### src/rtl/bram_fifo_ctrl_if.sv
// bram_fifo_ctrl_if: producer/consumer valid-ready handshake of the BRAM FIFO controller
interface bram_fifo_ctrl_if #(
  parameter int DATA_WIDTH = 8
);
  logic                  wr_valid;
  logic                  wr_ready;
  logic [DATA_WIDTH-1:0] wr_data;
  logic                  rd_valid;
  logic                  rd_ready;
  logic [DATA_WIDTH-1:0] rd_data;
  modport master (output wr_valid, wr_data, rd_ready, input wr_ready, rd_valid, rd_data);
  modport slave  (input wr_valid, wr_data, rd_ready, output wr_ready, rd_valid, rd_data);
endinterface

### src/rtl/bram_fifo_ctrl.sv
// bram_fifo_ctrl: sequences a registered-read 1R1W block RAM into a valid/ready FIFO with a 2-entry output queue
module bram_fifo_ctrl #(
  parameter int ADDR_WIDTH = 4,
  parameter int DATA_WIDTH = 8,
  parameter int NUM_COL    = 1
) (
  input  logic                  clk,
  input  logic                  rst_n,
  bram_fifo_ctrl_if.slave       fifo,
  output logic [ADDR_WIDTH+1:0] count_o,
  output logic [NUM_COL-1:0]    ram_wr_en_o,
  output logic [ADDR_WIDTH-1:0] ram_wr_addr_o,
  output logic [DATA_WIDTH-1:0] ram_wr_data_o,
  output logic [ADDR_WIDTH-1:0] ram_rd_addr_o,
  input  logic [DATA_WIDTH-1:0] ram_rd_data_i
);
  typedef enum logic {PRIO_WR, PRIO_RD} prio_e;
  localparam logic [ADDR_WIDTH:0] FULL = (ADDR_WIDTH+1)'(1 << ADDR_WIDTH);
  logic                  act_q;
  logic [ADDR_WIDTH-1:0] wr_ptr_q, wr_ptr_d, rd_ptr_q, rd_ptr_d;
  logic [ADDR_WIDTH:0]   ram_cnt_q, ram_cnt_d;
  logic                  inflight_q;
  prio_e                 prio_q, prio_d;
  logic [1:0]            oq_cnt_q, oq_cnt_d;
  logic [DATA_WIDTH-1:0] oq0_q, oq0_d, oq1_q, oq1_d;
  logic                  not_full, not_empty, pop, want_rd, want_wr, wr_ready, push, rd_go, slot0;
  logic [2:0]            oq_next;
  always_comb begin
    not_full  = ram_cnt_q != FULL;
    not_empty = ram_cnt_q != '0;
    pop       = (oq_cnt_q != 2'd0) & fifo.rd_ready;
    oq_next   = {1'b0, oq_cnt_q} + {2'b0, inflight_q} - {2'b0, pop};
    want_rd   = not_empty & (oq_next < 3'd2);
    // wr_ready depends only on state and rd_ready, never on wr_valid
    wr_ready  = act_q & not_full & ~(want_rd & (prio_q == PRIO_RD));
    want_wr   = fifo.wr_valid & act_q & not_full;
    push      = fifo.wr_valid & wr_ready;
    rd_go     = want_rd & ~push;
    wr_ptr_d  = wr_ptr_q + ADDR_WIDTH'(push);
    rd_ptr_d  = rd_ptr_q + ADDR_WIDTH'(rd_go);
    ram_cnt_d = ram_cnt_q + (ADDR_WIDTH+1)'(push) - (ADDR_WIDTH+1)'(rd_go);
    prio_d    = (want_wr & want_rd) ? ((prio_q == PRIO_WR) ? PRIO_RD : PRIO_WR) : prio_q;
    oq_cnt_d  = oq_next[1:0];
    // a returning word lands in the first slot left free after this cycle's pop
    slot0     = inflight_q & (oq_cnt_q == {1'b0, pop});
    oq0_d     = slot0 ? ram_rd_data_i : (pop ? oq1_q : oq0_q);
    oq1_d     = (inflight_q & ~slot0) ? ram_rd_data_i : oq1_q;
  end
  always_ff @(posedge clk or negedge rst_n) begin
    if (!rst_n) begin
      act_q      <= 1'b0;
      wr_ptr_q   <= '0;
      rd_ptr_q   <= '0;
      ram_cnt_q  <= '0;
      inflight_q <= 1'b0;
      prio_q     <= PRIO_WR;
      oq_cnt_q   <= '0;
      oq0_q      <= '0;
      oq1_q      <= '0;
    end else begin
      act_q      <= 1'b1;
      wr_ptr_q   <= wr_ptr_d;
      rd_ptr_q   <= rd_ptr_d;
      ram_cnt_q  <= ram_cnt_d;
      inflight_q <= rd_go;
      prio_q     <= prio_d;
      oq_cnt_q   <= oq_cnt_d;
      oq0_q      <= oq0_d;
      oq1_q      <= oq1_d;
    end
  end
  assign fifo.wr_ready = wr_ready;
  assign fifo.rd_valid = oq_cnt_q != 2'd0;
  assign fifo.rd_data  = oq0_q;
  assign count_o       = (ADDR_WIDTH+2)'(ram_cnt_q) + (ADDR_WIDTH+2)'(inflight_q) + (ADDR_WIDTH+2)'(oq_cnt_q);
  assign ram_wr_en_o   = {NUM_COL{push}};
  assign ram_wr_addr_o = wr_ptr_q;
  assign ram_wr_data_o = fifo.wr_data;
  assign ram_rd_addr_o = rd_ptr_q;
endmodule

### src/flat_wrapper.sv
// flat-port wrapper written by rule: the top's interface ports become plain ports
module bram_fifo_ctrl_flat 
#(
  parameter int ADDR_WIDTH = 4,
  parameter int DATA_WIDTH = 8,
  parameter int NUM_COL    = 1
)
  (clk, rst_n, count_o, ram_wr_en_o, ram_wr_addr_o, ram_wr_data_o, ram_rd_addr_o, ram_rd_data_i, fifo_wr_valid, fifo_wr_data, fifo_rd_ready, fifo_wr_ready, fifo_rd_valid, fifo_rd_data);
  bram_fifo_ctrl_if #(.DATA_WIDTH(DATA_WIDTH)) fifo_i ();
  input  logic clk;
  input  logic rst_n;
  output logic [ADDR_WIDTH+1:0] count_o;
  output logic [NUM_COL-1:0] ram_wr_en_o;
  output logic [ADDR_WIDTH-1:0] ram_wr_addr_o;
  output logic [DATA_WIDTH-1:0] ram_wr_data_o;
  output logic [ADDR_WIDTH-1:0] ram_rd_addr_o;
  input  logic [DATA_WIDTH-1:0] ram_rd_data_i;
  input wire logic [$bits(fifo_i.wr_valid)-1:0] fifo_wr_valid;
  input wire logic [$bits(fifo_i.wr_data)-1:0] fifo_wr_data;
  input wire logic [$bits(fifo_i.rd_ready)-1:0] fifo_rd_ready;
  output wire logic [$bits(fifo_i.wr_ready)-1:0] fifo_wr_ready;
  output wire logic [$bits(fifo_i.rd_valid)-1:0] fifo_rd_valid;
  output wire logic [$bits(fifo_i.rd_data)-1:0] fifo_rd_data;
  assign fifo_i.wr_valid = fifo_wr_valid;
  assign fifo_i.wr_data = fifo_wr_data;
  assign fifo_i.rd_ready = fifo_rd_ready;
  assign fifo_wr_ready = fifo_i.wr_ready;
  assign fifo_rd_valid = fifo_i.rd_valid;
  assign fifo_rd_data = fifo_i.rd_data;
  bram_fifo_ctrl #(.ADDR_WIDTH(ADDR_WIDTH), .DATA_WIDTH(DATA_WIDTH), .NUM_COL(NUM_COL)) u_core (.clk(clk), .rst_n(rst_n), .fifo(fifo_i), .count_o(count_o), .ram_wr_en_o(ram_wr_en_o), .ram_wr_addr_o(ram_wr_addr_o), .ram_wr_data_o(ram_wr_data_o), .ram_rd_addr_o(ram_rd_addr_o), .ram_rd_data_i(ram_rd_data_i));
endmodule
### config.mk
export PLATFORM = sky130hd
export DESIGN_NAME = bram_fifo_ctrl_flat
export DESIGN_NICKNAME = d
export VERILOG_FILES = /design/src/rtl/bram_fifo_ctrl_if.sv /design/src/rtl/bram_fifo_ctrl.sv /design/src/flat_wrapper.sv
export SDC_FILE = /design/constraint.sdc
export NUM_CORES = 1
export LEC_CHECK = 0
export CAP_MARGIN = 20
export CORE_ASPECT_RATIO = 0.6
export CORE_MARGIN = 2
export CORE_UTILIZATION = 50
export DETAILED_ROUTE_END_ITERATION = 6
export PLACE_DENSITY_LB_ADDON = 0.08
export SLEW_MARGIN = 10
export SYNTH_ARGS = -nofsm -noshare
export SYNTH_HDL_FRONTEND = slang
export SYNTH_SLANG_ARGS = --single-unit
### constraint.sdc
create_clock -name clk -period 8.9 [get_ports clk]
set_input_delay 1.335 -clock clk [delete_from_list [all_inputs] [get_ports clk]]
set_output_delay 1.335 -clock clk [all_outputs]
set_load 0.01 [all_outputs]
==> metrics.txt <==
Cell Area, Synth between 0.0015 and 0.002 mm²; overall routing resource usage 18.0%; first-pass GRT wire length ~5500 µm; io pins 53; sequential share of the synthesized area 46.1%; syn_area_per_cell 13.0 µm²; Yosys top cell by area dfrtp_1; antenna violations before repair 0; Core Util, Final 64.4%; Req. time, crit path approximately 7600 ps; Setup TNS 0 ps; Worst Reg-to-Reg Cells 14; post-CTS resize count 0; Pwr Density 439 mW/mm²; # setup viols final 0; top cell type's share of synthesized area 46.1%; Hold EP u_core.ram_wr_addr_o[3]; CP max FO 9; area grow syn2layout 25.3%; Max Slew Vio Count 0; via/cell ratio 5.08; CTS Sinks 34; number of synthesized flops with an enable pin 0; clk_lat worst skew 280 ps; CTS clk-pin slew, worst paths 60 ps; Residual DRC 0; Crit. End Element output port; Via Count 1,137; Async SR Flop Fraction 100%; slew margin rel. between 60% and 70%; Final min period 5790 ps; Gate Count Post-Synth 142; VDD IR-drop max between 0.2 and 0.25 mV; count leader, synth dfrtp_1; clk_skew 4.86 ps; antenna viol nets, final 0; Wirelength per Cell 14.3 µm; CTS tree built; Die W between 80 and 90 µm; drt first pass iters 4; postcts setup bufs 0; gpl congestion 0.779; Worst R2R End u_core.ram_cnt_q[4]; Worst Min Path Start u_core.ram_wr_addr_o[3]; worst min path class reg2reg; CTS Buffer Depth 2; diode count 0; worst hold path cell count 1; r2r setup slk 5130 ps; Root Driver clkbuf_8; max-cap violations 0; DIE HEIGHT 51.1 µm; main area contributors after synthesis dfrtp_1 46%, mux2_2 9.8%, ha_1 9.5%, mux2_4 6.5%, fa_1 4.3%; Leakage between 0.001 and 0.0015 µW; maximum clock rate 0.173 GHz; CTS Buf Count 5; WHS 471 ps; Mapped Nets 180; cts hold-fix bufs 0; Area after DPL 0.00220 mm²; Port Buffer Count 36; critical path data arrival time 4450 ps; die area 0.00421 mm²; row count 17; Post-synth top flop dfrtp_1; FF-to-FF Start u_core.oq_cnt_q[1]; Slew @ Worst Pin 532 ps; Starting Density ~51%; Setup crit start kind input port; critical path type in2out; # H-tree levels 2; status complete, no violations; pin count of the biggest net entering global routing 35; post-route cell area 0.00231 mm²; post-synthesis cell type count 32; core area 0.00359 mm²; Synth top cells by count 34 x dfrtp_1, 16 x mux2_2, 14 x ha_1, 14 x inv_1; final setup margin about 3100 ps; routed wire length approximately 3200 µm; Synth warnings 0; fraction of layout cells with a size suffix above 1 21.5%; Final Cycle Share 65.0%; Yosys reg bits 34; RSZ-0062 raised after global routing no; Iter 0 DRT Violations 30; Nets between 200 and 250; total gr overflow 0; endpoints failing hold 0; setup slack at placement 3090 ps; vias in the first global route 1,154; Post-DP HPWL 2430 µm
[final cells by class]
cell class / instances / area (µm²)
clock buffers: 6 / 82.6
clock inverters: 1 / 30.0
well taps: 47 / 58.8
flip-flops and latches: 34 / 851
fillers: 282 / 1280
repair buffers: 37 / 368
inverters: 14 / 52.6
multi-input cells: 85 / 872
[per-stage QoR]
stage	power, µW	cells
5_1_grt	1110	224
3_5_place_dp	880	217
3_3_place_gp	859	217
2_1_floorplan	658	142
4_1_cts	1030	224
6_report	1020	224
[cell families after synthesis]
family,count (synthesis),synth area share [%]
flip-flops,34,46.1
multiplexers,24,16.3
buffers and inverters,23,6.71
AND/OR/NAND/NOR,19,6.71
adder cells (fa/ha/maj),18,13.8
XOR/XNOR,12,6.10
AO/OA/AOI/OAI,11,4.13
other,1,0.203
[state kept, by name, summed over array words and instances (netlist names)]
signal / cells
u_core.oq_cnt_q: 2
u_core.ram_rd_addr_o: 4
u_core.prio_q: 1
u_core.act_q: 1
u_core.oq1_q: 8
u_core.ram_wr_addr_o: 4
u_core.fifo.rd_data: 8
u_core.ram_cnt_q: 5
u_core.inflight_q: 1
[worst max-delay path: stages]
cell and delay [ps]:
clkdlybuf4s50_1 480, o21ai_2 240, inv_1 100, ha_1 290, inv_1 60, ha_1 130, inv_1 50, fa_1 400
xnor2_2 170, and4_1 230, a211oi_1 340, clkdlybuf4s50_1 620
[layer usage]
| metal | track usage, % | vias to the layer above | wire length (µm) | part of all wire [%] |
|---|---|---|---|---|
| li1 | - | 537 | - | - |
| met1 | 25.5 | 553 | 1520 | 47 |
| met2 | 25.7 | 37 | 1420 | 44 |
| met3 | 6.36 | 10 | 220 | 6.9 |
| met4 | 6.11 | 0 | 48 | 1.5 |
| met5 | 0 | - | 0 | 0 |
[worst max-delay path by stage]
| stage | from | to | slack, ps | cells past startpoint |
|---|---|---|---|---|
| finish | fifo_rd_ready | ram_wr_en_o | 3110 | 12 |
| global route | fifo_rd_ready | ram_wr_en_o | 2940 | 12 |
| CTS | fifo_rd_ready | ram_wr_en_o | 3080 | 12 |
| detailed placement | fifo_rd_ready | ram_wr_en_o | 3090 | 12 |
| global placement | fifo_rd_ready | ram_wr_en_o | 3200 | 12 |
| floorplan | fifo_rd_ready | ram_wr_en_o | 4380 | 10 |
[report_power, final]
part	switching [µW]	internal, µW	leakage [µW]
logic	235	331	0.000615
clock network	52.9	89.5	0.0000573
registers	68.0	239	0.000402
[cells in the final DEF, fill, tap and decap left out, types with 3 or more instances in the layout]
master	Yosys	final
xnor2_1	6	6
nand2_1	3	3
clkdlybuf4s50_1	0	36
mux2_4	8	8
fa_1	4	4
dfrtp_1	34	34
inv_1	14	14
mux2_2	16	16
ha_1	14	14
xor2_1	5	5
clkbuf_8	0	6
Power figures use the tool's default switching activity.
==> RTL edit (same flow settings) <==
`DATA_WIDTH` is set to 8 in 3 places; all go to 9.
--- a/src/rtl/bram_fifo_ctrl_if.sv
+++ b/src/rtl/bram_fifo_ctrl_if.sv
@@ -1,6 +1,6 @@
 // bram_fifo_ctrl_if: producer/consumer valid-ready handshake of the BRAM FIFO controller
 interface bram_fifo_ctrl_if #(
-  parameter int DATA_WIDTH = 8
+  parameter int DATA_WIDTH = 9
 );
   logic                  wr_valid;
   logic                  wr_ready;
--- a/src/rtl/bram_fifo_ctrl.sv
+++ b/src/rtl/bram_fifo_ctrl.sv
@@ -1,7 +1,7 @@
 // bram_fifo_ctrl: sequences a registered-read 1R1W block RAM into a valid/ready FIFO with a 2-entry output queue
 module bram_fifo_ctrl #(
   parameter int ADDR_WIDTH = 4,
-  parameter int DATA_WIDTH = 8,
+  parameter int DATA_WIDTH = 9,
   parameter int NUM_COL    = 1
 ) (
   input  logic                  clk,
--- a/src/flat_wrapper.sv
+++ b/src/flat_wrapper.sv
@@ -2,7 +2,7 @@
 module bram_fifo_ctrl_flat 
 #(
   parameter int ADDR_WIDTH = 4,
-  parameter int DATA_WIDTH = 8,
+  parameter int DATA_WIDTH = 9,
   parameter int NUM_COL    = 1
 )
   (clk, rst_n, count_o, ram_wr_en_o, ram_wr_addr_o, ram_wr_data_o, ram_rd_addr_o, ram_rd_data_i, fifo_wr_valid, fifo_wr_data, fifo_rd_ready, fifo_wr_ready, fifo_rd_valid, fifo_rd_data);
Interface: changed (resized fifo_rd_data, fifo_wr_data, ram_rd_data_i and ram_wr_data_o); port bits go from 53 to 57. The function was not compared with the original's and may differ.
==> RTL edit against the unedited design <==
Combinational power rose by 3.5%; sequential cell count up 2; non-clock buffer count increased by 1; worst hold slack about the same; cell area is 3.2% higher; critical path type unchanged; count of clock-buffer cells in the layout grew 2; wire length up 7.4%; synthesized cell count grew 4.2%; total power increased by 1.4%; area after synthesis increased by 5.2%; highest routed layer unchanged; via count up 0.70%; clock skew about the same; setup slack improved by 0.093 ns; largest cell class unchanged.
==> RTL edit: results (changes against the unedited design) <==
DRT iter0 DRCs=17 (-43%); met2 wire len=1.56 mm (+9.7%); Leak Pwr=1.11 nW (+2.8%); Signal buf overhead=15.7% (-0.18 points); final wirelength=3.45 mm (+7.4%); Post-Synth Adder-Cell Area=13.1% (-0.69 points); CP max stage delay=0.60 ns (-0.02 ns); Detailed Routing Iterations Pass 1=2 (-2); clock buffers=8 (+2); Slew HR=46.2% (-18 points); r2r setup slk=5.04 ns (-0.09 ns); Switching Share=36.0% (+0.96 points); top post-synthesis cells by count=dfrtp_1 (36), mux2_2 (18), ha_1 (14), inv_1 (14); layout cells sized above 1=22.3% (+0.81 points); number of non-clock buffers=38 (+2.7%); register share of the cell area=37.7% (+0.96 points); post-synthesis mux area share=17.4% (+1.1 points); status=finished clean; vias in the first global route=1173 (+1.6%); Synth Net Count=188 (+4.4%); clk tree area frac=3.77% (-1.1 points); Worst VDD drop=0.000213 V (-11%); seq_cells=36 (+5.9%); register area share after synthesis=46.4% (+0.29 points); buffers added on ports=38 (+5.6%); filler cell count=301 (+6.7%); xor/xnor cell area share of the yosys netlist=5.41% (-0.69 points); Synth cell types=31 (-3.1%); routed metal-1 wirelength=1.66 mm (+9.7%); main area contributors after synthesis=dfrtp_1 (46%), mux2_2 (10%), ha_1 (9.0%); routability cong.=0.740 (-5.0%); largest net degree at the start of global routing=37 (+5.7%); Worst Path Arrival=4.36 ns (-0.09 ns); top fanout value on the critical path=10 (+1); met2 global-route usage=27.0% (+1.4 points); average size of a mapped cell=13.1 um^2 (+0.95%); DP HPWL=2.61 mm (+7.3%); GRT met1 Usage=22.4% (-3.1 points); fin cells=231 (+3.1%)
RTL edit: stage by stage:
| stage | instance area (um^2) | hold WS [ns] | setup WS [ns] |
|---|---|---|---|
| 6_report | 2390 | 0.471 | 3.21 |
| 5_1_grt | 2390 | 0.504 | 2.95 |
| 4_1_cts | 2390 | 0.479 | 3.17 |
| 3_5_place_dp | 2300 | 0.465 | 3.17 |
| 3_3_place_gp | 2300 | 0.460 | 3.24 |
| 2_1_floorplan | 1940 | 0.460 | 4.37 |
RTL edit: power by group through the flow:
stage	clock network, mW	logic, mW	registers (mW)
final	0.118	0.586	0.326
after global routing	0.129	0.644	0.338
after CTS	0.123	0.596	0.327
after detailed placement	0	0.593	0.328
after global placement	0	0.569	0.324
after floorplan	0	0.355	0.331
RTL edit: cell families after synthesis:
| family | after synthesis |
|---|---|
| and+or+nand+nor | 19 |
| muxes | 27 |
| adders and majority gates | 18 |
| DFF | 36 |
| other | 1 |
| buffers and inverters | 24 |
| xor gates and xnor gates | 12 |
| AOI/OAI and AO/OA | 11 |
